### src/rtl/prng_sample_unpacker_if.sv
// Bundle of the start/status, PRNG-side and element-side signals of prng_sample_unpacker.
// The slave modport is the unpacker's view; the master modport is its environment's view.
interface prng_sample_unpacker_if #(
    parameter int unsigned PRNG_W = 128,
    parameter int unsigned ELEM_W = 8,
    parameter int unsigned CNT_W  = 16
);
    logic              i_start;
    logic [CNT_W-1:0]  i_no_of_elems;
    logic              o_busy;
    logic              o_done;
    logic              o_prng_start;
    logic [15:0]       o_prng_no_of_bits;
    logic              i_prng_out_valid;
    logic [PRNG_W-1:0] i_prng_out;
    logic              o_prng_out_ready;
    logic              o_elem_valid;
    logic [ELEM_W-1:0] o_elem;
    logic              i_elem_ready;

    modport slave (
        input  i_start, i_no_of_elems, i_prng_out_valid, i_prng_out, i_elem_ready,
        output o_busy, o_done, o_prng_start, o_prng_no_of_bits, o_prng_out_ready,
               o_elem_valid, o_elem
    );

    modport master (
        output i_start, i_no_of_elems, i_prng_out_valid, i_prng_out, i_elem_ready,
        input  o_busy, o_done, o_prng_start, o_prng_no_of_bits, o_prng_out_ready,
               o_elem_valid, o_elem
    );
endinterface

### src/rtl/prng_sample_unpacker.sv
// Requests PRNG words one at a time, slices each into ELEM_W-bit candidates (LSB first),
// drops candidates >= MODULUS and streams the rest out until the requested count is met.
module prng_sample_unpacker #(
    parameter int unsigned PRNG_W  = 128,
    parameter int unsigned ELEM_W  = 8,
    parameter int unsigned MODULUS = 256,
    parameter int unsigned CNT_W   = 16
) (
    input  logic                 i_clk,
    input  logic                 i_rst_n,
    prng_sample_unpacker_if.slave bus
);
    localparam int unsigned SLOTS  = PRNG_W / ELEM_W;
    localparam int unsigned SLOT_W = (SLOTS > 1) ? $clog2(SLOTS) : 1;
    localparam logic [SLOT_W-1:0] LastSlot = SLOT_W'(SLOTS - 1);
    // MODULUS covering the whole candidate range turns rejection off entirely.
    localparam bit NoReject = (64'(MODULUS) >= (64'd1 << ELEM_W));
    localparam logic [ELEM_W-1:0] ModLim = ELEM_W'(MODULUS);

    localparam logic [2:0] StIdle   = 3'd0;
    localparam logic [2:0] StReq    = 3'd1;
    localparam logic [2:0] StWait   = 3'd2;
    localparam logic [2:0] StUnpack = 3'd3;
    localparam logic [2:0] StDone   = 3'd4;

    function automatic logic accept(input logic [ELEM_W-1:0] c);
        return NoReject || (c < ModLim);
    endfunction

    logic [2:0]        state_q, state_d;
    logic [CNT_W-1:0]  n_q, n_d;
    logic [CNT_W-1:0]  cnt_q, cnt_d;
    logic [CNT_W-1:0]  cnt_inc;
    logic [PRNG_W-1:0] word_q, word_d;
    logic [SLOT_W-1:0] slot_q, slot_d;
    logic              valid_q, valid_d;
    logic [ELEM_W-1:0] elem_q, elem_d;
    logic              busy_q, busy_d;
    logic              done_q, done_d;
    logic              req_q, req_d;
    logic              ready_q, ready_d;
    logic [15:0]       nbits_q, nbits_d;

    // Next state, counters, word shift register and the presented element.
    // o_elem_valid is registered, so the candidate of the slot being entered is judged here.
    always_comb begin
        state_d = state_q;
        n_d     = n_q;
        cnt_d   = cnt_q;
        word_d  = word_q;
        slot_d  = slot_q;
        valid_d = valid_q;
        elem_d  = elem_q;
        cnt_inc = cnt_q + 1'b1;
        case (state_q)
            StIdle: begin
                if (bus.i_start) begin
                    n_d     = bus.i_no_of_elems;
                    cnt_d   = '0;
                    state_d = (bus.i_no_of_elems != '0) ? StReq : StDone;
                end
            end
            StReq: begin
                state_d = StWait;
            end
            StWait: begin
                if (bus.i_prng_out_valid && ready_q) begin
                    word_d  = bus.i_prng_out;
                    slot_d  = '0;
                    state_d = StUnpack;
                    valid_d = accept(bus.i_prng_out[ELEM_W-1:0]);
                    if (valid_d) begin
                        elem_d = bus.i_prng_out[ELEM_W-1:0];
                    end
                end
            end
            StUnpack: begin
                // A slot is consumed when it was rejected or its element was taken.
                if (!valid_q || bus.i_elem_ready) begin
                    if (valid_q) begin
                        cnt_d = cnt_inc;
                    end
                    if (valid_q && (cnt_inc == n_q)) begin
                        state_d = StDone;
                        valid_d = 1'b0;
                    end else if (slot_q == LastSlot) begin
                        state_d = StReq;
                        valid_d = 1'b0;
                    end else begin
                        slot_d  = slot_q + 1'b1;
                        word_d  = word_q >> ELEM_W;
                        valid_d = accept(word_d[ELEM_W-1:0]);
                        if (valid_d) begin
                            elem_d = word_d[ELEM_W-1:0];
                        end
                    end
                end
            end
            StDone: begin
                state_d = StIdle;
            end
            default: begin
                state_d = StIdle;
                valid_d = 1'b0;
            end
        endcase
    end

    // Status and PRNG-side outputs follow the state being entered so they are registered.
    always_comb begin
        busy_d  = (state_d == StReq) || (state_d == StWait) || (state_d == StUnpack);
        done_d  = (state_d == StDone);
        req_d   = (state_d == StReq);
        ready_d = (state_d == StWait);
        nbits_d = busy_d ? 16'(PRNG_W) : 16'd0;
    end

    // State and output registers; asynchronous reset clears everything.
    always_ff @(posedge i_clk or negedge i_rst_n) begin
        if (!i_rst_n) begin
            state_q <= StIdle;
            n_q     <= '0;
            cnt_q   <= '0;
            word_q  <= '0;
            slot_q  <= '0;
            valid_q <= 1'b0;
            elem_q  <= '0;
            busy_q  <= 1'b0;
            done_q  <= 1'b0;
            req_q   <= 1'b0;
            ready_q <= 1'b0;
            nbits_q <= '0;
        end else begin
            state_q <= state_d;
            n_q     <= n_d;
            cnt_q   <= cnt_d;
            word_q  <= word_d;
            slot_q  <= slot_d;
            valid_q <= valid_d;
            elem_q  <= elem_d;
            busy_q  <= busy_d;
            done_q  <= done_d;
            req_q   <= req_d;
            ready_q <= ready_d;
            nbits_q <= nbits_d;
        end
    end

    assign bus.o_busy            = busy_q;
    assign bus.o_done            = done_q;
    assign bus.o_prng_start      = req_q;
    assign bus.o_prng_no_of_bits = nbits_q;
    assign bus.o_prng_out_ready  = ready_q;
    assign bus.o_elem_valid      = valid_q;
    assign bus.o_elem            = elem_q;
endmodule

### src/flat_wrapper.sv
// flat-port wrapper written by rule: the top's interface ports become plain ports
module prng_sample_unpacker_flat 
#(
    parameter int unsigned PRNG_W  = 128,
    parameter int unsigned ELEM_W  = 8,
    parameter int unsigned MODULUS = 256,
    parameter int unsigned CNT_W   = 16
)
  (i_clk, i_rst_n, bus_i_start, bus_i_no_of_elems, bus_i_prng_out_valid, bus_i_prng_out, bus_i_elem_ready, bus_o_busy, bus_o_done, bus_o_prng_start, bus_o_prng_no_of_bits, bus_o_prng_out_ready, bus_o_elem_valid, bus_o_elem);
  prng_sample_unpacker_if #(.PRNG_W(PRNG_W), .ELEM_W(ELEM_W), .CNT_W(CNT_W)) bus_i ();
  input  logic i_clk;
  input  logic i_rst_n;
  input wire logic [$bits(bus_i.i_start)-1:0] bus_i_start;
  input wire logic [$bits(bus_i.i_no_of_elems)-1:0] bus_i_no_of_elems;
  input wire logic [$bits(bus_i.i_prng_out_valid)-1:0] bus_i_prng_out_valid;
  input wire logic [$bits(bus_i.i_prng_out)-1:0] bus_i_prng_out;
  input wire logic [$bits(bus_i.i_elem_ready)-1:0] bus_i_elem_ready;
  output wire logic [$bits(bus_i.o_busy)-1:0] bus_o_busy;
  output wire logic [$bits(bus_i.o_done)-1:0] bus_o_done;
  output wire logic [$bits(bus_i.o_prng_start)-1:0] bus_o_prng_start;
  output wire logic [$bits(bus_i.o_prng_no_of_bits)-1:0] bus_o_prng_no_of_bits;
  output wire logic [$bits(bus_i.o_prng_out_ready)-1:0] bus_o_prng_out_ready;
  output wire logic [$bits(bus_i.o_elem_valid)-1:0] bus_o_elem_valid;
  output wire logic [$bits(bus_i.o_elem)-1:0] bus_o_elem;
  assign bus_i.i_start = bus_i_start;
  assign bus_i.i_no_of_elems = bus_i_no_of_elems;
  assign bus_i.i_prng_out_valid = bus_i_prng_out_valid;
  assign bus_i.i_prng_out = bus_i_prng_out;
  assign bus_i.i_elem_ready = bus_i_elem_ready;
  assign bus_o_busy = bus_i.o_busy;
  assign bus_o_done = bus_i.o_done;
  assign bus_o_prng_start = bus_i.o_prng_start;
  assign bus_o_prng_no_of_bits = bus_i.o_prng_no_of_bits;
  assign bus_o_prng_out_ready = bus_i.o_prng_out_ready;
  assign bus_o_elem_valid = bus_i.o_elem_valid;
  assign bus_o_elem = bus_i.o_elem;
  prng_sample_unpacker #(.PRNG_W(PRNG_W), .ELEM_W(ELEM_W), .MODULUS(MODULUS), .CNT_W(CNT_W)) u_core (.i_clk(i_clk), .i_rst_n(i_rst_n), .bus(bus_i));
endmodule
### config.mk
export PLATFORM = sky130hd
export DESIGN_NAME = prng_sample_unpacker_flat
export DESIGN_NICKNAME = d
export VERILOG_FILES = /design/src/rtl/prng_sample_unpacker_if.sv /design/src/rtl/prng_sample_unpacker.sv /design/src/flat_wrapper.sv
export SDC_FILE = /design/constraint.sdc
export NUM_CORES = 1
export LEC_CHECK = 0
export ABC_AREA = 1
export BUFFER_PORTS_ARGS = -buffer_cell sky130_fd_sc_hd__buf_2
export CORE_MARGIN = 2
export CORE_UTILIZATION = 56
export DETAILED_ROUTE_END_ITERATION = 10
export HOLD_SLACK_MARGIN = 0.03
export PLACE_DENSITY = 0.81
export RECOVER_POWER = 50
export SETUP_SLACK_MARGIN = 0.05
export SLEW_MARGIN = 25
export SYNTH_ARGS = -nofsm -noshare
export SYNTH_HDL_FRONTEND = slang
export SYNTH_SLANG_ARGS = --single-unit
### constraint.sdc
create_clock -name i_clk -period 3.14 [get_ports i_clk]
set_clock_uncertainty 0.2 [all_clocks]
set_input_delay 0.314 -clock i_clk [delete_from_list [all_inputs] [get_ports i_clk]]
set_output_delay 0.314 -clock i_clk [all_outputs]
set_load 0.05 [all_outputs]
==> impl_metrics.csv <==
group,metric,value,unit
timing,fin_tns_setup,0,ps
job,maxCapViolations,1,
setup_path,r2r-start,"u_core.cnt_q[0]",
global_route,grt.total_usage,29.2,%
routing,drt-total-wl,25.0,mm
routing,drtIter0Drc,663,
synthesis,synth_warnings,0,
synthesis,ys_seq_area_share,46.4,%
setup_path,reg2reg_depth,15,
worst_hold_path,holdPathStages,5,
synthesis,synth_cell_type_count,31,
floorplanning,num_rows,47,
routing,firstDrtPassIters,6,
setup_path,cp.required,3250,ps
cells_and_area,nets,1612,
cts,worstSkewPairLatency,440,ps
cts,cts_setup_buffers,0,
synthesis,syn-mean-instance-area,7.56,um^2
place,gp_congestion,0.964,
routing,viasPerCell,5.22,
cts,cts_max_level,4,
synthesis,synthesis.area,0.00927,mm^2
power_and_ir_drop,internal-power,6.42,mW
power_and_ir_drop,irDropWorstVdd,1100,uV
cts,clockRootBuffer,"clkbuf_16",
global_route,grt_pass1_vias,8856,
floorplanning,die_y,133,um
power_and_ir_drop,powerDensity,1020,mW/mm^2
place,dp_hpwl,15.2,mm
routing,vias,8843,
timing,fmax,353,MHz
timing,min_period,2830,ps
floorplanning,initial_core_util,56.7,%
cts,clock_path_buffers,2,
setup_path,worstPathMaxFanout,34,
timing,hold_viol,0,
place,post-place-cells,1554,
status,status,"finished, violations left",
synthesis,synth_common_cells,"nand2_1, inv_1, dfrtp_1",
routing,wl_per_cell,14.8,um
cells_and_area,fin_cells,1694,
synthesis,yosysMostFrequentCell,"nand2_1",
floorplanning,core_area,0.0163,mm^2
cells_and_area,area_delta_synth_final,26.7,%
global_route,grt_max_degree,246,
cells_and_area,n_antenna_cell,0,
routing,final_antenna_net_count,0,
synthesis,ys_async_sr_fraction,100,%
power_and_ir_drop,switching_power,5.57,mW
floorplanning,die_w,133,um
setup_path,worstPathArrival,2940,ps
setup_path,crit_type,"reg -> reg",
timing,tightest_slew,1920,ps
setup_path,cp-start-kind,"flop",
cells_and_area,drive_above_1_share,18.0,%
synthesis,ys.flop_type,"dfrtp_1",
synthesis,synthTopCellsByArea,"dfrtp_1, nand2_1, o21ai_0, inv_1, o21ai_2",
synthesis,syn_inst,1225,
timing,grt_setup_unrepaired,"false",
timing,finalSetupViolCount,0,
setup_path,r2r_slack,310,ps
synthesis,synth_edf_count,0,
routing,route.detailed.drc,0,
synthesis,synth-seq-cells,172,
worst_hold_path,hold_start,"bus_i_prng_out[73]",
power_and_ir_drop,p_seq_share,29.3,%
global_route,grt_pass1_wl,41.2,mm
cts,numClockSinks,172,
floorplanning,dieArea,0.0176,mm^2
synthesis,synth_top_area_share,46.4,%
setup_path,endpoint_kind,"flop",
setup_path,crit-reg2reg-capture,"u_core.word_q[104]",
global_route,grt_overflow,0,
worst_hold_path,hold_path_class,"in -> reg",
power_and_ir_drop,clkPwrFrac,18.4,%
worst_hold_path,hold_end,"u_core.word_q[73]",
global_route,antenna_found_initial,0,
power_and_ir_drop,power_frac_comb,52.3,%
cts,clk_pin_slew_worst_paths,80,ps
status,violations,"capacitance limit, slew limit",
timing,slew_headroom,-28.1,%
place,io_buffers,162,
cts,cts_tree,"built",
synthesis,synth_top_area_cell,"dfrtp_1",
power_and_ir_drop,swShare,46.5,%
cts,cts_buffers,17,
timing,min_period_over_period,90.2,%
floorplanning,io_pins,178,
power_and_ir_drop,p_leak,5.84,nW
timing,timing.final.max_slew_violations,75,
==> metal layers <==
metal  up-vias  share of wire [%]  global-route usage [%]
met5         -                  0                       0
li1       4287                  -                       -
met3        92                6.0                    6.13
met1      4099                 40                    35.8
met4         0                3.3                    12.6
met2       365                 51                    50.1
==> power groups by stage <==
stage | clock network, mW | logic [mW] | registers, mW
after CTS | 2.23 | 6.12 | 3.49
after floorplan | 0 | 5.04 | 3.48
final | 2.21 | 6.27 | 3.51
after global routing | 2.33 | 7.03 | 3.59
after detailed placement | 0 | 5.96 | 3.51
after global placement | 0 | 5.79 | 3.48
==> worst max-delay path by stage <==
stage | slack, ps | depth (start not counted) | from | endpoint
2_1_floorplan | 780 | 16 | u_core.cnt_q[0] | u_core.word_q[65]
3_3_place_gp | 420 | 15 | u_core.cnt_q[0] | u_core.word_q[19]
3_5_place_dp | 320 | 15 | u_core.cnt_q[0] | u_core.word_q[23]
4_1_cts | 280 | 15 | u_core.cnt_q[1] | u_core.word_q[23]
5_1_grt | 40 | 3 | i_rst_n | u_core.word_q[87]
6_report | 310 | 15 | u_core.cnt_q[0] | u_core.word_q[104]
==> cells in the final DEF (no fill, tap or decap), drive strengths merged, types with 2 or more instances in the layout <==
cell type    netlist  final
nand3             41     41
inv              182    187
nand2            389    389
clkinvlp           0      3
bufinv             0      3
o21ai            265    265
nand4             13     13
a21oi              7      7
nor2              43     43
conb               1     15
o22ai             16     16
dfrtp            172    172
dlygate4sd3        0    108
buf               46    161
clkinv             0      3
clkbuf            38     36
nand3b             6      6
ha                 2      2
==> state kept, by name (all words and copies together) (netlist names) <==
name and flops:
u_core.bus.o_prng_no_of_bits 1, u_core.bus.o_prng_out_ready 1, u_core.bus.o_elem 7, u_core.n_q 16
u_core.slot_q 4, u_core.state_q 3, u_core.word_q 121, u_core.bus.o_prng_start 1
u_core.bus.o_done 1, u_core.bus.o_elem_valid 1, u_core.cnt_q 16
==> layout make-up <==
type                    count  area [um^2]
clock buffers              18          429
clock inverters            14          183
fillers                  1241         4600
inverters                 182          688
multi-input cells         801         3790
flip-flops and latches    172         4310
well taps                 220          275
repair buffers            287         2070
==> per-stage QoR <==
stage / util [%] / worst slack (ps) / area (um^2) / hold WS [ps] / total power [mW]
detailed placement: 61.6 / 317 / 10100 / 184 / 9.47
floorplan: - / 778 / 9320 / -182 / 8.52
CTS: 72.0 / 281 / 11800 / 30.5 / 11.8
global route: 71.8 / 42.5 / 11700 / 37.8 / 13.0
finish: 71.8 / 308 / 11700 / 39.1 / 12.0
global placement: 61.6 / 416 / 10100 / 187 / 9.27
==> cells by family after synthesis <==
group / after synthesis / synth area share (%)
other cells: 1 / 0.0405
buf+inv: 266 / 13.3
fa+ha+maj: 2 / 0.270
xor+xnor: 1 / 0.0945
simple gates: 494 / 21.8
compound gates: 289 / 18.0
flops: 172 / 46.4
==> worst max-delay path, cell delays in order, from the launching register on <==
cell     delay (ps)
dfrtp_2         420
ha_1            230
nand3_1         190
nor2_2          200
nand4_1         160
nand2_1         150
nand2_1          60
nand2_1          50
nand2_1          50
nor2_1          130
nand3_2         100
nand2_2         120
nand2_8         190
buf_12          240
nand2_1          90
o21ai_1         110
==> repair_timing <==
item | 4_1_cts | 5_1_grt
setup endpoints to repair | 0 | 37
hold buffers | 108 | 0
gates resized for setup | 0 | 4
endpoints found under the hold margin | 178 | 0
Power figures use the tool's default switching activity.
